===== config.mk =====
export PLATFORM = sky130hd
export DESIGN_NAME = toy_intc
export DESIGN_NICKNAME = d
export VERILOG_FILES = /design/src/rtl/toy_intc.sv
export SDC_FILE = /design/constraint.sdc
export NUM_CORES = 1
export LEC_CHECK = 0
export ABC_AREA = 1
export BUFFER_PORTS_ARGS = -buffer_cell sky130_fd_sc_hd__buf_2
export CAP_MARGIN = 20
export CORE_AREA = 2 2 39 41
export CTS_CLUSTER_SIZE = 16
export DETAILED_ROUTE_END_ITERATION = 12
export DIE_AREA = 0 0 41 43
export PLACE_DENSITY = 0.57
export SLEW_MARGIN = 40
export SYNTH_ARGS = -nofsm -noshare
export SYNTH_HDL_FRONTEND = slang
export SYNTH_SLANG_ARGS = --single-unit

===== constraint.sdc =====
create_clock -name clk -period 1.16 [get_ports clk]
set_clock_uncertainty 0.05 [all_clocks]
set_input_delay 0.232 -clock clk [delete_from_list [all_inputs] [get_ports clk]]
set_output_delay 0.232 -clock clk [all_outputs]
set_load 0.02 [all_outputs]

===== src/rtl/toy_intc.sv =====
`default_nettype none
// ============================================================================
// Module      : toy_intc
// Description : CPU-side interrupt controller for the toy I/O devices.
//               Collects sticky device interrupt levels, masks them,
//               arbitrates one winner, raises irq/irqId to the core and runs
//               the take / ack / EOI handshake with the serviced device.
// Ports       : clk      - system clock, rising edge
//               rst      - asynchronous active-high reset
//               intr     - device interrupt levels (bit i = device i)
//               ack      - registered one-cycle acknowledge to the device
//               maskWe   - enable-mask write strobe
//               maskIn   - new mask value (1 = enabled)
//               maskOut  - current mask
//               irq      - registered interrupt request to the CPU
//               irqId    - ID of the requesting / in-service source
//               take     - CPU accepts the interrupt (pulse)
//               eoi      - CPU end-of-interrupt (pulse)
//               busy     - high while in ACK or SERVICE
// Options     : TOY_INTC_RR_EN - round-robin arbitration starting after the
//               last taken source; fixed lowest-index priority otherwise.
// Revision    : 1.0 - initial release
// ============================================================================
module toy_intc #(
    parameter int N_DEV = 2,
    parameter int ID_W  = 1
) (
    input  logic             clk,
    input  logic             rst,
    input  logic [N_DEV-1:0] intr,
    output logic [N_DEV-1:0] ack,
    input  logic             maskWe,
    input  logic [N_DEV-1:0] maskIn,
    output logic [N_DEV-1:0] maskOut,
    output logic             irq,
    output logic [ID_W-1:0]  irqId,
    input  logic             take,
    input  logic             eoi,
    output logic             busy
);

    typedef enum logic [1:0] {
        S_IDLE    = 2'd0,
        S_REQ     = 2'd1,
        S_ACK     = 2'd2,
        S_SERVICE = 2'd3
    } state_t;

    state_t            state_q;
    logic              irq_q;
    logic [ID_W-1:0]   irqId_q;
    logic [N_DEV-1:0]  ack_q;
    logic [N_DEV-1:0]  mask_q;

    logic [N_DEV-1:0]  pend;
    logic [ID_W-1:0]   winner;
    logic              pendSel;
    logic [N_DEV-1:0]  ackSel;

    assign pend = intr & mask_q;

`ifdef TOY_INTC_RR_EN
    logic [ID_W-1:0] lastId_q;

    // Scan offsets N_DEV down to 1 so the smallest offset past lastId wins.
    always_comb begin
        int idx;
        winner = '0;
        for (int k = N_DEV; k >= 1; k--) begin
            idx = (int'(lastId_q) + k) % N_DEV;
            for (int j = 0; j < N_DEV; j++) begin
                if ((j == idx) && pend[j]) begin
                    winner = ID_W'(j);
                end
            end
        end
    end
`else
    // Fixed priority: descending scan leaves the lowest set index.
    always_comb begin
        winner = '0;
        for (int i = N_DEV - 1; i >= 0; i--) begin
            if (pend[i]) begin
                winner = ID_W'(i);
            end
        end
    end
`endif

    // Pending level of the currently requested source, and its one-hot ack.
    always_comb begin
        pendSel = 1'b0;
        ackSel  = '0;
        for (int i = 0; i < N_DEV; i++) begin
            if (irqId_q == ID_W'(i)) begin
                pendSel   = pend[i];
                ackSel[i] = 1'b1;
            end
        end
    end

    always_ff @(posedge clk or posedge rst) begin
        if (rst) begin
            state_q  <= S_IDLE;
            irq_q    <= 1'b0;
            irqId_q  <= '0;
            ack_q    <= '0;
            mask_q   <= '1;
`ifdef TOY_INTC_RR_EN
            lastId_q <= '0;
`endif
        end else begin
            if (maskWe) begin
                mask_q <= maskIn;
            end
            case (state_q)
                S_IDLE: begin
                    if (pend != '0) begin
                        state_q <= S_REQ;
                        irq_q   <= 1'b1;
                        irqId_q <= winner;
                    end
                end
                S_REQ: begin
                    // take beats a same-cycle withdrawal; eoi is ignored here.
                    if (take) begin
                        state_q  <= S_ACK;
                        irq_q    <= 1'b0;
                        ack_q    <= ackSel;
`ifdef TOY_INTC_RR_EN
                        lastId_q <= irqId_q;
`endif
                    end else if (!pendSel) begin
                        state_q <= S_IDLE;
                        irq_q   <= 1'b0;
                    end
                end
                S_ACK: begin
                    state_q <= S_SERVICE;
                    ack_q   <= '0;
                end
                S_SERVICE: begin
                    if (eoi) begin
                        state_q <= S_IDLE;
                    end
                end
                default: begin
                    state_q <= S_IDLE;
                end
            endcase
        end
    end

    assign ack     = ack_q;
    assign maskOut = mask_q;
    assign irq     = irq_q;
    assign irqId   = irqId_q;
    assign busy    = (state_q == S_ACK) || (state_q == S_SERVICE);

endmodule
`default_nettype wire

==> impl_metrics.tcl, run 1 <==
set metrics [dict create \
    clock-sinks 8 \
    multiInputGateArea_um2 193 \
    r2r_cells 8 \
    ys_top_cells_by_area "dfrtp_1 39%, dfstp_2 14%, nand2_1 14%" \
    tightest_slew_ps 318 \
    crit_start "maskOut[0]" \
    maxCapViolCount 0 \
    synth_top_area_share_pct 39.2 \
    required_ps 880 \
    crit_family "flip-flops" \
    cts_tree "done" \
    setup_viol 3 \
    cts_max_path_buffers 2 \
    powerDensity_nw_per_um2 2340 \
    ys_warn_count 0 \
    hp-class "in2reg" \
    fin_crit_sh_pct 104 \
    synthToLayoutAreaGrowth_pct 53.3 \
    cp.arrival_ps 930 \
    crit_chain "buf_6" \
    holdPathStages 2 \
    ys_seq_area_share_pct 52.9 \
    gp_routability_congestion 0.667 \
    slew_headroom_pct 78.8 \
    drt_iter0_markers 1 \
    ant_nets 0 \
    start_util_pct 27.7 \
    path_depth 1 \
    n_fill_cell 142 \
    cts.root.buffer_cell "clkbuf_4" \
    report.final.slew_viol_count 0 \
    place_inst 74 \
    crit_path_start_kind "flop" \
    setup_ws_ps -48.3 \
    drive_above_1_share_pct 59.4 \
    path_class "reg2out" \
    rsz0062_at_grt "yes" \
    tns_ps -96.3 \
    yosysUniqueCellTypes 15 \
    cts_made_buffers 3 \
    critPathBufInv 1 \
    diodes 0 \
    antenna_found_initial 0 \
    rows 14 \
    clk_pin_slew_ps 50 \
    synth_seq_cells 8 \
    dieArea_um2 1760 \
    grt_max_degree 9 \
    vias_per_cell 4.45 \
    min_period_ps 1210 \
    clock_latency_ps 250 \
    grt_pass1_vias 318 \
    critPathSlowestCell "dfstp_2" \
    port_buffers 15 \
    leakage_nw 0.298 \
    wl_um 834 \
    ir_worst_vdd_mv 0.716 \
    endpoint_kind "output port" \
    syn_inst 44 \
    boundaryPins 16 \
    core_area_um2 1380 \
    worstReg2RegStart "maskOut[1]" \
    die_x_um 41 \
    power_mw 1.37 \
    hold_viol_final 0 \
    fmax_mhz 828 \
    gr-total-overflow 0 \
    timing.hold.ws_ps 165 \
    grt_pass1_wl_mm 1.32 \
    cpPeakStageDelay_ps 560 \
    syn_nets 53 \
    syn_area_per_cell_um2 8.70 \
    crit_fanout 3 \
    violations "negative setup slack" \
    outcome "finished, violations left" \
    die_y_um 43 \
    synth_top_area_cell "dfrtp_1" \
    regArea_um2 205 \
    synth_area_um2 383 \
    first_pass_iters 3 \
    post-route-drc-count 0 \
    place_hpwl_um 599 \
    post_drt_wl_per_cell_um 10.4 \
    layout.nets 75 \
    worstHoldStart "maskIn[1]" \
    final_area_um2 587 \
    dr_total_vias 356 \
    post_dp_cell_area_um2 477 \
    htree_levels 1 \
    fin_cells 80 \
    grt_usage_pct 11.7 \
]
[placed cells by master (no fill, tap or decap)]
master         instances
dfrtp_1                4
nand2_4                1
nand3_2                3
inv_2                  2
o21ai_2                1
dfstp_2                2
mux2_2                 2
inv_1                  2
nand3_1                1
buf_4                  1
buf_12                 1
o21ai_0                1
nand2_1                9
clkbuf_4               3
a21boi_1               1
buf_6                  3
buf_2                 12
a31o_1                 1
o21ai_1                1
a21oi_1                1
nor3_2                 1
nor2_1                 4
nand2_2                4
dfrtp_2                2
dlygate4sd3_1          1
[path summary, 6_finish.rpt]
kind / endpoint / slack (ps)
max: maskOut[0] / -50
min: maskOut[1] / 160
max reg2reg: irq / -10
min reg2reg: irq / 410
max in group asynchronous: maskOut[1] / 350
min in group asynchronous: ack[0] / 430
[kinds of logic after synthesis]
family	after synthesis	share of synthesized area, %
and+or+nand+nor	23	26.8
muxes	2	5.88
AOI/OAI and AO/OA	6	9.48
DFF	8	52.9
buffers and inverters	5	4.90
[cells in the mapped netlist]
library cell / instances
mux2_2: 2
o21ai_0: 3
inv_2: 2
nor3_2: 1
nand2_1: 14
clkbuf_1: 1
dfrtp_1: 6
nand3_1: 3
nor2_1: 4
a21oi_1: 1
a21boi_1: 1
a31o_1: 1
dfstp_2: 2
nand3_2: 1
inv_1: 2
[metal layers]
layer,track usage (%),part of all wire [%]
met1,16.5,46
met2,14.1,44
met3,4.71,7.9
met4,8.00,1.6
met5,0,0
[area by class of cell]
cell class              instances  share of cell area [%]
well taps                      16                    3.41
repair buffers                 18                    22.4
inverters                       4                    2.56
clock buffers                   3                    3.84
flip-flops and latches          8                    35.0
multi-input cells              31                    32.8
[where the power goes]
group / switching, mW / total (mW) / internal, mW
combinational: 0.372 / 0.670 / 0.299
clock: 0.0877 / 0.206 / 0.118
sequential: 0.0988 / 0.499 / 0.400
[through the flow]
stage	utilization [%]	setup WS [ps]
3_5_place_dp	34.4	1.14
4_1_cts	39.5	-57.6
6_report	42.4	-48.3
3_3_place_gp	34.4	2.37
2_1_floorplan	-	6.26
5_1_grt	42.4	-121
[repair_timing]
item,4_1_cts,5_1_grt
resized for setup,10,8
pin swaps,2,2
setup endpoints to repair,5,8
setup buffers,1,1
hold endpoints to repair,6,0
hold buffers,1,0
No activity file was read; power rests on OpenSTA's default activity.
==> run 2: changes to the inputs <==
--- a/config.mk
+++ b/config.mk
@@ -12,7 +12,6 @@
 export CTS_CLUSTER_SIZE = 16
 export DETAILED_ROUTE_END_ITERATION = 12
 export DIE_AREA = 0 0 41 43
-export PLACE_DENSITY = 0.57
 export SLEW_MARGIN = 40
 export SYNTH_ARGS = -nofsm -noshare
 export SYNTH_HDL_FRONTEND = slang
==> impl_metrics.tcl, run 2 (synthesis gave the netlist of run 1 again) <==
set metrics [dict create \
    outcome "finished, violations left" \
    violations "negative setup slack" \
    pwr-share-seq_pct 37.0 \
    wl_um 901 \
    hp-class "in2reg" \
    crit_family "flip-flops" \
    grt_pass1_vias 346 \
    required_ps 880 \
    clkPwrFrac_pct 16.1 \
    drive_above_1_share_pct 55.4 \
    path_depth 1 \
    final_cell_mix "13 x buf_2, 10 x nand2_1, 5 x dfrtp_1, 4 x nand2_2, 4 x nor2_1" \
    clock_latency_ps 260 \
    place_ws_ps 15.2 \
    cts_max_path_buffers 2 \
    dr_total_vias 385 \
    layout.nets 76 \
    cp.arrival_ps 950 \
    vias_per_cell 4.75 \
    ff2ff_setup_slack_ps -70 \
    place_inst 74 \
    post_drt_wl_per_cell_um 11.1 \
    n_fill_cell 139 \
    antenna_found_initial 0 \
    core_area_um2 1380 \
    first_pass_iters 3 \
    clk_pin_slew_ps 50 \
    power_mw 1.34 \
    grt_max_degree 9 \
    htree_levels 1 \
    cts_made_buffers 3 \
    tns_ps -257 \
    rows 14 \
    place_hpwl_um 595 \
    powerDensity_nw_per_um2 2360 \
    leakage_nw 0.294 \
    gr-total-overflow 0 \
    port_buffers 15 \
    rsz0062_at_grt "yes" \
    p_comb_share_pct 46.9 \
    crit_start "maskOut[1]" \
    boundaryPins 16 \
    grt_pass1_wl_mm 1.36 \
    r2r_cells 8 \
    dieArea_um2 1760 \
    clock-sinks 8 \
    path_class "reg2out" \
    start_util_pct 27.7 \
    gp_routability_congestion 0.704 \
    ir_worst_vdd_mv 0.668 \
    fin_cells 81 \
    critPathSlowestCell "dfstp_2" \
    crit_path_start_kind "flop" \
    diodes 0 \
    setup_viol 6 \
    post-route-drc-count 0 \
    fmax_mhz 814 \
    min_period_ps 1230 \
    worstReg2RegStart "maskOut[1]" \
    report.final.slew_viol_count 0 \
    synthToLayoutAreaGrowth_pct 48.0 \
    timing.rr.end "irq" \
    p_sw_mw 0.564 \
    tightest_slew_ps 311 \
    p_int_mw 0.774 \
    fin_crit_sh_pct 106 \
    crit_fanout 3 \
    endpoint_kind "output port" \
    maxCapViolCount 0 \
    cts.root.buffer_cell "clkbuf_4" \
    critPathCapture "maskOut[1]" \
    setup_ws_ps -68.5 \
    final_common_cell "buf_2" \
    critPathBufInv 1 \
    hold_viol_final 0 \
    slew_headroom_pct 79.2 \
    die_y_um 43 \
    cpPeakStageDelay_ps 570 \
    die_x_um 41 \
    ant_nets 0 \
    swShare_pct 42.1 \
    grt_usage_pct 11.9 \
    crit_chain "buf_6" \
    drt_iter0_markers 1 \
    cts_tree "done" \
]
[run 2: metrics by stage]
step	utilization, %	hold WS [ps]	instance area, um2
finish	41.0	156	567
global route	41.0	161	567
CTS	38.3	150	531
detailed placement	34.4	147	477
global placement	34.4	146	477
floorplan	-	-3.77	385
[run 2: power by group through the flow]
stage | sequential, mW | combinational (mW) | clock [mW]
after floorplan | 0.575 | 0.288 | 0
after global placement | 0.497 | 0.515 | 0
after detailed placement | 0.498 | 0.516 | 0
after CTS | 0.498 | 0.539 | 0.225
after global routing | 0.509 | 0.689 | 0.241
final | 0.495 | 0.627 | 0.216
[run 2: cell type report]
type                            count  area, um2  share of cell area, %
Sequential cell                     8        204                   36.0
Clock buffer                        3       22.5                   3.97
Inverter                            4       15.0                   2.65
Multi-Input combinational cell     31        181                   32.0
Timing Repair Buffer               19        124                   21.9
Tap cell                           16       20.0                   3.53
[run 2: worst min-delay path by stage]
stage	startpoint	end	slack, ps	cells past startpoint
after floorplan	rst	async pin	-4	1
after global placement	rst	ack[0]	150	2
after detailed placement	rst	irqId	150	2
after CTS	maskIn[1]	maskOut[1]	150	2
after global routing	maskIn[1]	maskOut[1]	160	2
final	maskIn[1]	maskOut[1]	160	2
[run 2: layer usage]
metal	GRT usage [%]	up-vias	share of wire, %
li1	-	189	-
met1	14.6	178	40
met2	16.3	14	51
met3	3.14	4	6.1
met4	10.0	0	2.8
met5	0	-	0
[run 2: what timing repair did]
| action | 4_1_cts | 5_1_grt |
|---|---|---|
| setup endpoints to repair | 3 | 8 |
| hold endpoints to repair | 6 | 0 |
| pin swaps | 1 | 3 |
| setup buffers | 1 | 2 |
| gates resized for setup | 7 | 6 |
| hold buffers | 1 | 0 |
==> run 3: changes to the inputs <==
--- a/config.mk
+++ b/config.mk
@@ -8,10 +8,14 @@
 export ABC_AREA = 1
 export BUFFER_PORTS_ARGS = -buffer_cell sky130_fd_sc_hd__buf_2
 export CAP_MARGIN = 20
+export CELL_PAD_IN_SITES_DETAIL_PLACEMENT = 0
+export CELL_PAD_IN_SITES_GLOBAL_PLACEMENT = 1
 export CORE_AREA = 2 2 39 41
 export CTS_CLUSTER_SIZE = 16
 export DETAILED_ROUTE_END_ITERATION = 12
 export DIE_AREA = 0 0 41 43
+export GPL_TIMING_DRIVEN = 0
+export PLACE_DENSITY_LB_ADDON = 0.1
 export SLEW_MARGIN = 40
 export SYNTH_ARGS = -nofsm -noshare
 export SYNTH_HDL_FRONTEND = slang
==> impl_metrics.tcl, run 3 (synthesis gave the netlist of run 1 again) <==
set metrics [dict create \
    drt_iter0_markers 3 \
    hold_viol_final 0 \
    layout.nets 76 \
    start_util_pct 27.7 \
    crit_path_start_kind "flop" \
    powerDensity_nw_per_um2 2410 \
    leakage_nw 0.296 \
    port_buffers 15 \
    setup_viol 2 \
    crit_fanout 3 \
    place_hpwl_um 661 \
    hp-class "in2reg" \
    clock_latency_ps 250 \
    cp.arrival_ps 940 \
    vias_per_cell 4.38 \
    post-route-drc-count 0 \
    maxCapViolCount 0 \
    path_class "reg2out" \
    tightest_slew_ps 317 \
    cts.root.buffer_cell "clkbuf_4" \
    min_period_ps 1230 \
    ant_nets 0 \
    synthToLayoutAreaGrowth_pct 52.9 \
    drive_above_1_share_pct 53.8 \
    die_y_um 43 \
    grt_max_degree 9 \
    cts_max_path_buffers 2 \
    clock-sinks 8 \
    ir_worst_vdd_mv 0.870 \
    outcome "finished, violations left" \
    gr-total-overflow 0 \
    wl_um 860 \
    grt_usage_pct 12.8 \
    first_pass_iters 4 \
    boundaryPins 16 \
    htree_levels 1 \
    crit_chain "buf_6" \
    rows 14 \
    rsz0062_at_grt "yes" \
    slew_headroom_pct 78.8 \
    core_area_um2 1380 \
    die_x_um 41 \
    cts_tree "done" \
    utilization_pct 42.3 \
    dieArea_um2 1760 \
    endpoint_kind "output port" \
    final_cell_mix "12 x nand2_1, 11 x buf_2, 4 x dfrtp_1, 4 x buf_6" \
    fin_crit_sh_pct 106 \
    cpPeakStageDelay_ps 570 \
    violations "negative setup slack" \
    required_ps 880 \
    crit_family "flip-flops" \
    fmax_mhz 816 \
    cts_made_buffers 3 \
    critPathBufInv 1 \
    critPathSlowestCell "dfstp_2" \
    gp_routability_congestion 0.644 \
    grt_pass1_wl_mm 1.49 \
    grt_pass1_vias 382 \
    power_mw 1.41 \
    antenna_found_initial 0 \
    clk_pin_slew_ps 50 \
    diodes 0 \
    final_common_cell "nand2_1" \
    setup_ws_ps -65.8 \
    report.final.slew_viol_count 0 \
    post_drt_wl_per_cell_um 10.6 \
    dr_total_vias 355 \
]
run 3: routing by layer:
metal | up-vias | wire length [um] | global-route usage (%)
met1 | 157 | 370 | 15.6
met2 | 12 | 413 | 19.1
met4 | 0 | 9 | 6.00
li1 | 184 | - | -
met5 | - | 0 | 0
met3 | 2 | 66 | 4.71
run 3: worst paths after layout:
| check | to | slack, ps | startpoint | depth (start not counted) |
|---|---|---|---|---|
| worst min-delay path | maskOut[1] | 160 | maskIn[1] | 2 |
| worst max register to register | flop | 10 | flop | 7 |
| max in group asynchronous | maskOut[1] | 350 | rst | 3 |
| worst max-delay path | maskOut[0] | -70 | maskOut[0] | 1 |
| worst min register to register | irq | 420 | irq | 2 |
| min in group asynchronous | state_q[0] | 420 | rst | 3 |
run 3: layout make-up:
class | instances | area [um2]
flip-flops and latches | 8 | 205
fillers | 152 | 798
clock buffers | 3 | 22.5
well taps | 16 | 20.0
plain buffers | 1 | 3.75
multi-input cells | 31 | 194
repair buffers | 18 | 125
inverters | 4 | 15.0
run 3: what timing repair did:
item	4_1_cts	5_1_grt
pin swaps	1	0
gates resized for setup	7	11
hold buffers	1	0
hold endpoints to repair	6	0
endpoints found under the setup margin	6	10
buffers inserted	1	1
run 3: per-stage QoR:
stage	cell area (um2)	cells	TNS, ps	hold slack (ps)	setup slack, ps
floorplan	385	44	0	-3.77	6.26
global placement	480	75	-15.6	151	-9.73
detailed placement	480	75	-42.0	150	-25.1
CTS	537	80	-166	155	-78.8
global route	586	81	-413	159	-106
finish	586	81	-128	163	-65.8
run 3: power breakdown:
group / switching, mW / internal [mW]
combinational: 0.393 / 0.312
sequential: 0.103 / 0.399
clock: 0.0888 / 0.118
